--- src/rtl/serial_receiver.sv ---
// -----------------------------------------------------------------------------
// serial_receiver
//
// Receive-side partner of serial_transmitter. Deserialises the single-wire
// frame seen on rx (start bit 0, 8 data bits LSB first, optional even-parity
// bit, stop bit 1) and holds the received byte plus error flags until the
// consumer acknowledges it with read.
//
// Parameters:
//   CLKS_PER_BIT  clock cycles per serial bit (even, >= 4)
//   PARITY_EN     1 = frame carries an even-parity bit after the data
//
// Ports:
//   clk            system clock
//   rstn           asynchronous active-low reset
//   rx             serial line, idle high
//   read           consumer acknowledge, clears data_ready (and overrun)
//   data_received  last committed byte
//   data_ready     a byte is held and has not been read yet
//   parity_err     parity mismatch on the held byte
//   frame_err      stop bit sampled low on the held byte
//   overrun        sticky: a byte was committed over an unread one
//   busy           receiver is inside a frame (any state except IDLE)
// -----------------------------------------------------------------------------
module serial_receiver #(
    parameter int CLKS_PER_BIT = 16,
    parameter int PARITY_EN    = 1
) (
    input  logic       clk,
    input  logic       rstn,
    input  logic       rx,
    input  logic       read,
    output logic [7:0] data_received,
    output logic       data_ready,
    output logic       parity_err,
    output logic       frame_err,
    output logic       overrun,
    output logic       busy
);

    localparam int CW = (CLKS_PER_BIT > 2) ? $clog2(CLKS_PER_BIT) : 1;
    localparam logic [CW-1:0] CNT_LAST = CW'(CLKS_PER_BIT - 1);
    localparam logic [CW-1:0] CNT_HALF = CW'(CLKS_PER_BIT / 2 - 1);
    localparam bit HAS_PARITY = (PARITY_EN != 0);

    typedef enum logic [2:0] {
        IDLE   = 3'd0,
        START  = 3'd1,
        DATA   = 3'd2,
        PARITY = 3'd3,
        STOP   = 3'd4
    } state_t;

    state_t        state_reg;
    state_t        state_next;

    logic          sync1_reg;
    logic          rx_s;
    logic [CW-1:0] cnt_reg;
    logic [2:0]    bit_idx_reg;
    logic [7:0]    shift_reg;
    logic          p_reg;

    logic          bit_end;
    logic          cnt_clear;
    logic          shift_en;
    logic          parity_sample;
    logic          commit;

    // -------------------------------------------------------------------------
    // Two-flop synchroniser; resets to the idle line level so that reset
    // release never looks like a start bit.
    // -------------------------------------------------------------------------
    always_ff @(posedge clk or negedge rstn) begin
        if (!rstn) begin
            sync1_reg <= 1'b1;
            rx_s      <= 1'b1;
        end else begin
            sync1_reg <= rx;
            rx_s      <= sync1_reg;
        end
    end

    assign bit_end = (cnt_reg == CNT_LAST);

    // -------------------------------------------------------------------------
    // FSM: state register
    // -------------------------------------------------------------------------
    always_ff @(posedge clk or negedge rstn) begin
        if (!rstn) begin
            state_reg <= IDLE;
        end else begin
            state_reg <= state_next;
        end
    end

    // -------------------------------------------------------------------------
    // FSM: next-state logic. The start bit is re-checked half a bit after the
    // falling edge; every later sample happens a full bit period after the
    // previous one, so all samples land mid-bit.
    // -------------------------------------------------------------------------
    always_comb begin
        state_next = state_reg;
        case (state_reg)
            IDLE: begin
                if (!rx_s) begin
                    state_next = START;
                end
            end
            START: begin
                if (cnt_reg == CNT_HALF) begin
                    state_next = rx_s ? IDLE : DATA;
                end
            end
            DATA: begin
                if (bit_end && (bit_idx_reg == 3'd7)) begin
                    state_next = HAS_PARITY ? PARITY : STOP;
                end
            end
            PARITY: begin
                if (bit_end) begin
                    state_next = STOP;
                end
            end
            STOP: begin
                if (bit_end) begin
                    state_next = IDLE;
                end
            end
            default: state_next = IDLE;
        endcase
    end

    // -------------------------------------------------------------------------
    // FSM: output / strobe logic
    // -------------------------------------------------------------------------
    always_comb begin
        busy          = (state_reg != IDLE);
        shift_en      = (state_reg == DATA)   && bit_end;
        parity_sample = (state_reg == PARITY) && bit_end;
        commit        = (state_reg == STOP)   && bit_end;
        // The bit counter restarts on every sample point and whenever the
        // state changes (covers START->DATA and the glitch return to IDLE).
        cnt_clear     = (state_reg == IDLE) || bit_end || (state_next != state_reg);
    end

    // -------------------------------------------------------------------------
    // Frame datapath: bit counter, bit index, shift register, parity check
    // -------------------------------------------------------------------------
    always_ff @(posedge clk or negedge rstn) begin
        if (!rstn) begin
            cnt_reg     <= '0;
            bit_idx_reg <= '0;
            shift_reg   <= '0;
            p_reg       <= 1'b0;
        end else begin
            cnt_reg <= cnt_clear ? '0 : cnt_reg + 1'b1;

            if (state_reg == START) begin
                bit_idx_reg <= '0;
            end else if (shift_en) begin
                bit_idx_reg <= bit_idx_reg + 3'd1;
            end

            // LSB arrives first, so shift right and insert at the top.
            if (shift_en) begin
                shift_reg <= {rx_s, shift_reg[7:1]};
            end

            // Even parity: received parity bit XOR data reduction is 0 when
            // the frame is good.
            if (parity_sample) begin
                p_reg <= rx_s ^ (^shift_reg);
            end
        end
    end

    // -------------------------------------------------------------------------
    // Holding register and consumer handshake. A commit takes priority over a
    // simultaneous read; the read still prevents overrun for that commit since
    // the previous byte was consumed.
    // -------------------------------------------------------------------------
    always_ff @(posedge clk or negedge rstn) begin
        if (!rstn) begin
            data_received <= '0;
            data_ready    <= 1'b0;
            parity_err    <= 1'b0;
            frame_err     <= 1'b0;
            overrun       <= 1'b0;
        end else if (commit) begin
            data_received <= shift_reg;
            data_ready    <= 1'b1;
            parity_err    <= HAS_PARITY & p_reg;
            frame_err     <= ~rx_s;
            overrun       <= overrun | (data_ready & ~read);
        end else if (read && data_ready) begin
            data_ready    <= 1'b0;
            overrun       <= 1'b0;
        end
    end

endmodule
--- config.mk ---
export PLATFORM = sky130hd
export DESIGN_NAME = serial_receiver
export DESIGN_NICKNAME = d
export VERILOG_FILES = /design/src/rtl/serial_receiver.sv
export SDC_FILE = /design/constraint.sdc
export NUM_CORES = 1
export LEC_CHECK = 0
export BUFFER_PORTS_ARGS = -buffer_cell sky130_fd_sc_hd__buf_2
export CORE_MARGIN = 2
export CORE_UTILIZATION = 55
export CTS_CLUSTER_DIAMETER = 200
export DETAILED_ROUTE_END_ITERATION = 12
export GPL_ROUTABILITY_DRIVEN = 1
export GPL_TIMING_DRIVEN = 0
export MAX_ROUTING_LAYER = met4
export PLACE_DENSITY = 0.82
export SLEW_MARGIN = 30
export SYNTH_ARGS = -nofsm -noshare
export SYNTH_HDL_FRONTEND = slang
export SYNTH_SLANG_ARGS = --single-unit
--- constraint.sdc ---
create_clock -name clk -period 1.82 [get_ports clk]
set_clock_uncertainty 0.1 [all_clocks]
set_input_delay 0.364 -clock clk [delete_from_list [all_inputs] [get_ports clk]]
set_output_delay 0.364 -clock clk [all_outputs]
set_load 0.02 [all_outputs]
==> results of run 1 <==
==> area by class of cell <==
class / instances / area share, %
tap: 30 / 2.182
multi-input combinational: 79 / 37.75
clock inverter: 1 / 0.2909
clock buffer: 7 / 3.782
timing repair buffer: 18 / 5.673
inverter: 2 / 0.4364
buffer: 5 / 1.673
sequential: 33 / 48.22
==> repair_timing <==
item                                    in CTS  in global routing
gates resized for setup                      1                  2
buffers inserted                             1                  0
gates cloned                                 0                  0
pin swaps                                    1                  1
endpoints found under the setup margin       8                  9
endpoints found under the hold margin       31                  0
hold buffers                                 1                  0
==> through the flow <==
step           area [µm²]  hold WS [ns]  std cells  setup slack, ns  power [mW]
6_report             1720       0.02092        175          0.04739       1.839
4_1_cts              1709     0.0009118        175          0.01991       1.833
3_5_place_dp         1619        0.2468        165         0.005538       1.344
3_3_place_gp         1619        0.2469        165          0.05020       1.320
2_1_floorplan        1501      -0.03159        119           0.1585       1.246
5_1_grt              1720      0.001651        175        0.0002141       1.972
==> cells in the mapped netlist, types with 2 or more instances <==
library cell,count
nand3_1,3
nor2_1,10
dfstp_2,2
xnor2_1,6
mux2_2,14
xor2_1,2
clkbuf_1,2
dfrtp_1,31
o221ai_1,2
ha_1,3
inv_1,2
nor3b_1,2
mux2_1,4
o21ai_0,6
a21oi_1,2
nand2_1,9
==> per-layer routing <==
layer	routed length [µm]	track usage, %	up-vias	part of all wire (%)
li1	-	-	463	-
met1	1082	24.15	464	44
met2	1160	27.73	22	48
met3	134	6.912	4	5.5
met4	57	8.163	0	2.3
met5	0	-	-	0
==> worst register-to-register path: stages (launching register included) <==
cell and delay [ns]:
dfrtp_1 0.42, ha_4 0.18, and3_4 0.21, nand3b_2 0.11, nor2_4 0.23, mux2_2 0.37
==> worst max path at each step <==
stage,endpoint,start,cells after the start,slack (ns)
2_1_floorplan,shift_reg[0]$_DFFE_PN0P_,cnt_reg[0]$_DFF_PN0_,5,0.16
3_3_place_gp,shift_reg[5]$_DFFE_PN0P_,cnt_reg[0]$_DFF_PN0_,5,0.05
3_5_place_dp,shift_reg[4]$_DFFE_PN0P_,cnt_reg[0]$_DFF_PN0_,5,0.006
4_1_cts,shift_reg[4]$_DFFE_PN0P_,cnt_reg[0]$_DFF_PN0_,5,0.02
5_1_grt,busy,state_reg[0]$_DFF_PN0_,2,0.0002
6_report,busy,state_reg[0]$_DFF_PN0_,2,0.05
==> where the power goes <==
| part | internal (mW) | switching [mW] | total [mW] | leakage [nW] |
|---|---|---|---|---|
| clock | 0.224 | 0.240 | 0.463 | 0.0413 |
| combinational | 0.210 | 0.257 | 0.467 | 0.369 |
| sequential | 0.823 | 0.0862 | 0.910 | 0.439 |
==> cells in the final DEF, fill, tap and decap left out, types with 2 or more instances in the layout <==
cell,instances
a21oi_1,2
xor2_1,2
clkbuf_4,5
clkbuf_8,2
nor3b_1,2
o21ai_0,6
mux2_1,4
nand2_1,9
buf_2,17
nor2_1,10
nand3_1,3
dfrtp_1,30
ha_1,2
xnor2_1,6
clkbuf_1,2
o221ai_1,2
mux2_2,14
dfstp_2,2
inv_1,2
==> logic make-up (layout without fill, tap and decap cells) <==
kind of cell / after synthesis / count (layout) / share of synthesized area, %
AND/OR/NAND/NOR: 31 / 31 / 12.08
adder cells (fa/ha/maj): 3 / 3 / 2.500
buffers and inverters: 7 / 33 / 2.416
multiplexers: 18 / 18 / 13.50
AO/OA/AOI/OAI: 18 / 18 / 8.168
flip-flops: 33 / 33 / 55.17
XOR/XNOR: 9 / 9 / 6.167
==> implementation parameters, run 1 <==
Parameter                              Value

Outcome
  Status    finished, final reports clean

Detailed routing
  Post-DRT Antenna Nets    0
  Total wire length    2.435 mm
  Iteration-0 DRC count of the detailed router    25
  Number of detailed-route iterations in the first pass    4
  Ratio of routed vias to standard cells    5.446
  Overall via count from detail_route    953
  Drc violations    0
  Drt wl/cell    13.91 µm

Yosys
  Post-synth top area share    51.67%
  Fraction of synthesis flops using an asynchronous set or reset pin    100.0%
  Number of different library cells in the post-synthesis netlist    35
  Area contributors post-synth    dfrtp_1, mux2_2, dfstp_2, xnor2_1, mux2_1
  Number of enable-type register cells in the synthesized netlist    0
  Mean instance size in the synthesized netlist    12.62 µm²
  Biggest area consumer among synthesized cells    dfrtp_1
  Count of yosys warnings during synthesis    0
  Number of standard cells after synthesis    119
  Number of synthesized register bits    33
  Primary flip-flop cell chosen by synthesis mapping    dfrtp_1
  Post-synthesis instance area    1501 µm²
  Number of nets produced by synthesis    126
  Sequential cell area fraction in the yosys report    55.17%

Die
  Initial core utilization    59.52%
  Die area    3164 µm²
  Number of cell rows    18
  Width of the die    56.25 µm
  Vertical die dimension    56.25 µm
  I/O pins    17
  Core Footprint    2522 µm²

Critical path
  Worst reg2reg path depth    5
  Count of buffering cells on the critical path with inverters included    1
  Critical-path cell with the highest stage delay    dfrtp_2
  Worst path top cell family by delay    flip-flops
  Critical Path Fanout Max    5
  Delay contributed by the slowest stage of the critical path    0.45 ns
  Arrival time reported for the critical path endpoint    1.31 ns
  Reg-to-reg endpoint    shift_reg[7]$_DFFE_PN0P_
  Endpoint type of the worst setup path    output pin
  Reg-to-reg critical path startpoint    cnt_reg[0]$_DFF_PN0_
  Launching element type of the critical path    flip-flop
  Data required time at the worst endpoint    1.36 ns
  Register-to-register setup slack    0.09 ns
  WS Path Type    reg2out
  Cell chain of the critical path    or3_1, buf_2

Global routing
  Antenna violations before repair    0
  First-pass GRT wire length    4.450 mm
  All-layer global routing usage    19.06%
  Final global-route overflow total    0
  Vias in the first global route    962
  Maximum number of pins on one net before global-route repair    34

Layout
  Post-layout nets    151
  Share of layout cells above drive strength 1    36.55%
  Filler cells    197
  Layout overhead on the synthesized area    14.58%
  Footprint of the multi-input gates    649.4 µm²
  Final core area utilization    68.20%
  Antenna Cells    0
  Area taken by flip-flops and latches    829.5 µm²

Power and ir drop
  Total leakage power    0.8490 nW
  Peak supply drop    1.146 mV
  Power per unit of standard cell area    1069 nW/µm²

STA
  Slew margin rel.    53.68%
  Worst slew pin tran    0.6948 ns
  Min cycle time layout    1.773 ns
  Max Transition Viols Final    0
  RSZ-0062 raised after global routing    no
  Max Clock Freq    564.1 MHz
  Post-route setup TNS    0 ns
  Ratio of final minimum period to clock period    97.40%
  Final count of hold timing violations    0
  Count of endpoints failing setup in the final report    0

Clock network
  Number of buffers inserted during clock tree synthesis    5
  TritonCTS clock tree    built
  Clock net sink count    33
  Clock latency on the worst-skew pair    0.34 ns
  Clock-pin slew on the worst setup and hold paths    0.10 ns
  H-tree Lvls    2
  Clock root buffer    clkbuf_4
  Number of buffers on the longest clock path    2

Place
  Weighted congestion at the end of routability-driven global placement    0.8930
  Post-detailed-placement half-perimeter wirelength    1.714 mm
  Count of input and output buffers    16

Hold path
  Hold Crit Depth    1
  Destination of the worst hold path    sync1_reg$_DFF_PN1_
  Hold wc startpoint    rx
  Type of the tightest min-delay check    in2reg

Run
  Number of maximum-capacitance constraint violations    0
(Power assumes the default switching activity.)
==> run 2, diff against run 1 <==
--- a/constraint.sdc
+++ b/constraint.sdc
@@ -4,2 +4,2 @@
 set_output_delay 0.364 -clock clk [all_outputs]
-set_load 0.02 [all_outputs]
+set_load 0.01 [all_outputs]
==> implementation parameters, run 2 (synthesis results as in run 1) <==
Parameter                              Value

Detailed routing
  Number of detailed-route iterations in the first pass    4
  Drt wl/cell    14.12 µm
  Overall via count from detail_route    966
  Total wire length    2.471 mm
  Drc violations    0
  Iteration-0 DRC count of the detailed router    40
  Ratio of routed vias to standard cells    5.520
  Post-DRT Antenna Nets    0

Global routing
  Final global-route overflow total    0
  Maximum number of pins on one net before global-route repair    34
  Vias in the first global route    955
  First-pass GRT wire length    4.422 mm
  All-layer global routing usage    18.96%
  Antenna violations before repair    0

Die
  Initial core utilization    59.52%
  Die area    3164 µm²
  Vertical die dimension    56.25 µm
  Number of cell rows    18
  Core Footprint    2522 µm²
  I/O pins    17
  Width of the die    56.25 µm

STA
  Max Transition Viols Final    0
  Max Clock Freq    565.8 MHz
  RSZ-0062 raised after global routing    no
  Count of endpoints failing setup in the final report    0
  Worst slew pin tran    0.6955 ns
  Ratio of final minimum period to clock period    97.12%
  Min cycle time layout    1.768 ns
  Post-route setup TNS    0 ns
  Slew margin rel.    53.63%
  Final count of hold timing violations    0

Place
  Count of input and output buffers    16
  Weighted congestion at the end of routability-driven global placement    0.8930
  Post-detailed-placement half-perimeter wirelength    1.714 mm
  Placed Instances    165

Critical path
  Reg-to-reg critical path startpoint    cnt_reg[0]$_DFF_PN0_
  WS Path Type    reg2out
  Endpoint type of the worst setup path    output pin
  Register-to-register setup slack    0.09 ns
  Cell chain of the critical path    or3_1, buf_2
  Critical-path cell with the highest stage delay    dfrtp_1
  Data required time at the worst endpoint    1.36 ns
  Delay contributed by the slowest stage of the critical path    0.40 ns
  Arrival time reported for the critical path endpoint    1.30 ns
  Critical Path Fanout Max    3
  Worst reg2reg path depth    5
  Reg-to-reg endpoint    shift_reg[7]$_DFFE_PN0P_
  Launching element type of the critical path    flip-flop

Layout
  Post-layout instance count excluding filler cells    175
  Post-layout nets    151
  Most common library cell in the layout ignoring fill and taps    dfrtp_1
  Final core area utilization    68.15%
  Layout overhead on the synthesized area    14.50%
  Antenna Cells    0
  Share of layout cells above drive strength 1    35.86%
  Leading cell types in the layout, fill and taps excluded    dfrtp_1, buf_2, mux2_2

Clock network
  Number of buffers inserted during clock tree synthesis    5
  Clock-pin slew on the worst setup and hold paths    0.09 ns
  Clock latency on the worst-skew pair    0.34 ns
  Clock net sink count    33
  H-tree Lvls    2
  Clock root buffer    clkbuf_4
  Number of buffers on the longest clock path    2
  TritonCTS clock tree    built

Hold path
  Hold wc startpoint    rx
  Destination of the worst hold path    sync1_reg$_DFF_PN1_
  Type of the tightest min-delay check    in2reg
  Hold Crit Depth    1

Power and ir drop
  Total leakage power    0.8496 nW
  Power per unit of standard cell area    1071 nW/µm²
  Peak supply drop    1.170 mV

Outcome
  Status    finished, final reports clean

Run
  Number of maximum-capacitance constraint violations    0
-- run 2: cell counts in the layout (fill, tap and decap cells not counted) --
No cell type changed its count.
-- run 2: layer usage --
metal  vias to the layer above  wire (µm)  track usage, %
met5                         -          0               -
met4                         0         67           8.163
met3                         7        119           6.912
met2                        18       1166           27.23
met1                       478       1117           24.31
li1                        463          -               -
-- run 2: worst max path at each step --
stage,start,endpoint,slack (ns),cells past startpoint
after floorplan,cnt_reg[0]$_DFF_PN0_,shift_reg[0]$_DFFE_PN0P_,0.16,5
after global placement,cnt_reg[0]$_DFF_PN0_,shift_reg[5]$_DFFE_PN0P_,0.05,5
after detailed placement,cnt_reg[0]$_DFF_PN0_,shift_reg[4]$_DFFE_PN0P_,0.006,5
after CTS,state_reg[1]$_DFF_PN0_,busy,0.02,2
after global routing,state_reg[0]$_DFF_PN0_,busy,0.0004,2
final,state_reg[1]$_DFF_PN0_,busy,0.05,2
-- run 2: timing repair --
action                                  CTS  global route
endpoints found under the setup margin    7             9
hold buffers                              1             0
resized for setup                         1             1
buffers inserted                          0             1
pin swaps                                 1             1
hold endpoints to repair                 31             0
-- run 2: layout make-up --
type	instances	area [µm²]
multi-input combinational	79	649.4
timing repair buffer	18	97.59
clock inverter	1	5.005
clock buffer	7	65.06
sequential	33	828.3
tap	30	37.54
fill	198	803.3
buffer	5	28.78
inverter	2	7.507
-- run 2: per-stage QoR --
step / hold slack, ns / instance area, µm² / power, mW / setup slack (ns)
6_report: 0.01263 / 1719 / 1.841 / 0.05249
2_1_floorplan: -0.03159 / 1501 / 1.240 / 0.1585
3_5_place_dp: 0.2468 / 1619 / 1.338 / 0.005538
5_1_grt: 0.001651 / 1719 / 1.966 / 0.0004176
4_1_cts: 0.0009118 / 1702 / 1.812 / 0.01532
3_3_place_gp: 0.2469 / 1619 / 1.315 / 0.05020
-- run 2: report_power, final --
group	total (mW)	internal (mW)	switching (mW)	leakage, nW
sequential	0.910	0.821	0.0883	0.440
combinational	0.463	0.209	0.254	0.369
clock	0.468	0.224	0.245	0.0413
total	1.84	1.25	0.587	0.850
-- run 2: critical path, delay by kind of cell, from the launching register on --
| family | cells | cell delay, ns |
|---|---|---|
| DFF | 1 | 0.40 |
| and+or+nand+nor | 1 | 0.40 |
| buffers and inverters | 1 | 0.16 |
==> run 3, diff against run 2 <==
==> constraint.sdc (replaced) <==
create_clock -name clk -period 1.82 [get_ports clk]
set_clock_uncertainty 0.1 [all_clocks]
set_input_delay 0.455 -clock clk [delete_from_list [all_inputs] [get_ports clk]]
set_output_delay 0.455 -clock clk [all_outputs]
set_load 0.01 [all_outputs]
==> implementation parameters, run 3 (synthesis results as in run 1) <==
Parameter                              Value

Critical path
  Count of buffering cells on the critical path with inverters included    1
  Worst path top cell family by delay    simple AND/OR/NAND/NOR gates
  Endpoint type of the worst setup path    output pin
  Arrival time reported for the critical path endpoint    1.28 ns
  WS Path Type    reg2out
  Cell chain of the critical path    or3_4, buf_6
  Critical-path cell with the highest stage delay    or3_4
  Delay contributed by the slowest stage of the critical path    0.41 ns
  Data required time at the worst endpoint    1.26 ns
  Critical Path Fanout Max    2
  Launching element type of the critical path    flip-flop

STA
  Final count of hold timing violations    0
  Max Clock Freq    545.8 MHz
  Slew margin rel.    53.05%
  Post-route setup TNS    -0.01221 ns
  Ratio of final minimum period to clock period    100.7%
  Worst slew pin tran    0.7043 ns
  Count of endpoints failing setup in the final report    1
  Final hold slack    0.04402 ns
  Worst path setup slack after routing    -0.01221 ns
  Max Transition Viols Final    0
  Min cycle time layout    1.832 ns
  RSZ-0062 raised after global routing    yes

Detailed routing
  Number of detailed-route iterations in the first pass    4
  Wire length on met2    1.318 mm
  Total wire length    2.654 mm
  Post-DRT Antenna Nets    0
  Iteration-0 DRC count of the detailed router    26
  Drc violations    0
  Overall via count from detail_route    993
  Met3 WL    148 µm
  Uppermost signal routing layer after detailed routing    met4
  Drt wl/cell    15.08 µm
  Sum of routed wire segments on met1    1.127 mm
  Ratio of routed vias to standard cells    5.642

Die
  Die area    3164 µm²
  Vertical die dimension    56.25 µm
  I/O pins    17
  Initial core utilization    59.52%
  Core Footprint    2522 µm²
  Number of cell rows    18
  Width of the die    56.25 µm

Clock network
  Clock net sink count    33
  TritonCTS clock tree    built
  Clock-pin slew on the worst setup and hold paths    0.10 ns
  Number of buffers inserted during clock tree synthesis    5
  Number of buffers on the longest clock path    2
  Clock root buffer    clkbuf_4
  Clock latency on the worst-skew pair    0.35 ns
  H-tree Lvls    2
  Count of hold buffers inserted by post-cts repair    0

Outcome
  Status    complete, but fails checks
  Failing checks    setup timing

Place
  Post-detailed-placement half-perimeter wirelength    1.714 mm
  Count of input and output buffers    16
  Cell area reported after detailed placement    1619 µm²
  Weighted congestion at the end of routability-driven global placement    0.8930
  Worst setup slack before clock tree synthesis    0.005538 ns

Global routing
  All-layer global routing usage    19.66%
  Antenna violations before repair    0
  Maximum number of pins on one net before global-route repair    34
  First-pass GRT wire length    4.595 mm
  Vias in the first global route    1002
  Final global-route overflow total    0

Hold path
  Type of the tightest min-delay check    in2async

Layout
  Post-layout nets    152
  Antenna Cells    0
  Area taken by flip-flops and latches    828.3 µm²
  Layout overhead on the synthesized area    15.58%
  Design Area, Final    1735 µm²
  Leading cell types in the layout, fill and taps excluded    dfrtp_1, buf_2, mux2_2
  Share of layout cells above drive strength 1    37.67%
  Footprint of the multi-input gates    654.4 µm²
  Most common library cell in the layout ignoring fill and taps    dfrtp_1
  Filler cells    192

Power and ir drop
  Fraction of power spent switching nets    32.33%
  Power per unit of standard cell area    1091 nW/µm²
  Switching component of the power    0.6118 mW
  Sequential Power Share    47.6%
  Clk pwr share    25.1%
  Relative contribution of combinational cells to total power    27.3%
  Internal Power    1.281 mW
  Total leakage power    0.8605 nW
  Peak supply drop    1.161 mV

Run
  Number of maximum-capacitance constraint violations    0
-- run 3: cell count changes in the layout (fill, tap and decap cells not counted) --
cell and delta:
buf_4 +2, buf_2 -1, buf_6 +1, dlygate4sd3_1 -1, or3_1 -1, or3_4 +1
-- run 3: final timing paths --
| path | startpoint | endpoint | slack, ns | cells after the start |
|---|---|---|---|---|
| setup reg to reg | state_reg[0]$_DFF_PN0_ | data_received[7]$_DFFE_PN0P_ | 0.06 | 5 |
| hold / removal | rstn | cnt_reg[2]$_DFF_PN0_ | 0.04 | 1 |
| hold reg to reg | sync1_reg$_DFF_PN1_ | rx_s$_DFF_PN1_ | 0.26 | 0 |
| max in group asynchronous | rstn | cnt_reg[0]$_DFF_PN0_ | 1.12 | 1 |
| min in group clk | rx | sync1_reg$_DFF_PN1_ | 0.10 | 1 |
| setup / recovery | state_reg[1]$_DFF_PN0_ | busy | -0.01 | 2 |
-- run 3: cell type report --
class	count	area share [%]
tap	30	2.163
sequential	33	47.73
clock inverter	1	0.2884
timing repair buffer	19	6.273
clock buffer	7	3.749
multi-input combinational	79	37.71
inverter	2	0.4326
buffer	5	1.658
-- run 3: routing by layer --
| layer | GRT usage, % | up-vias |
|---|---|---|
| met5 | - | - |
| met4 | 8.163 | 0 |
| met3 | 6.912 | 5 |
| met1 | 24.12 | 494 |
| met2 | 29.75 | 28 |
| li1 | - | 466 |
-- run 3: per-stage QoR --
step	cells	util, %	total power [mW]
finish	176	68.80	1.893
global route	176	68.80	2.011
CTS	175	67.66	1.842
detailed placement	165	64.19	1.338
global placement	165	64.19	1.315
floorplan	119	-	1.240
-- run 3: power by group through the flow --
stage	registers (mW)	clock network, mW	logic, mW
finish	0.900	0.476	0.517
global route	0.915	0.509	0.587
CTS	0.885	0.480	0.477
detailed placement	0.920	0	0.418
global placement	0.914	0	0.401
floorplan	0.901	0	0.340
-- run 3: worst reg2reg max path: stages (launching register included) --
cell,delay (ns)
dfrtp_1,0.40
buf_4,0.16
nor2_1,0.33
nand3_4,0.16
buf_6,0.17
mux2_1,0.31
-- run 3: timing repair --
action                                 CTS  global route
setup endpoints to repair                8             9
endpoints found under the hold margin    0             0
pin swaps                                1             1
gates resized for setup                  1             3
buffers inserted                         2             1
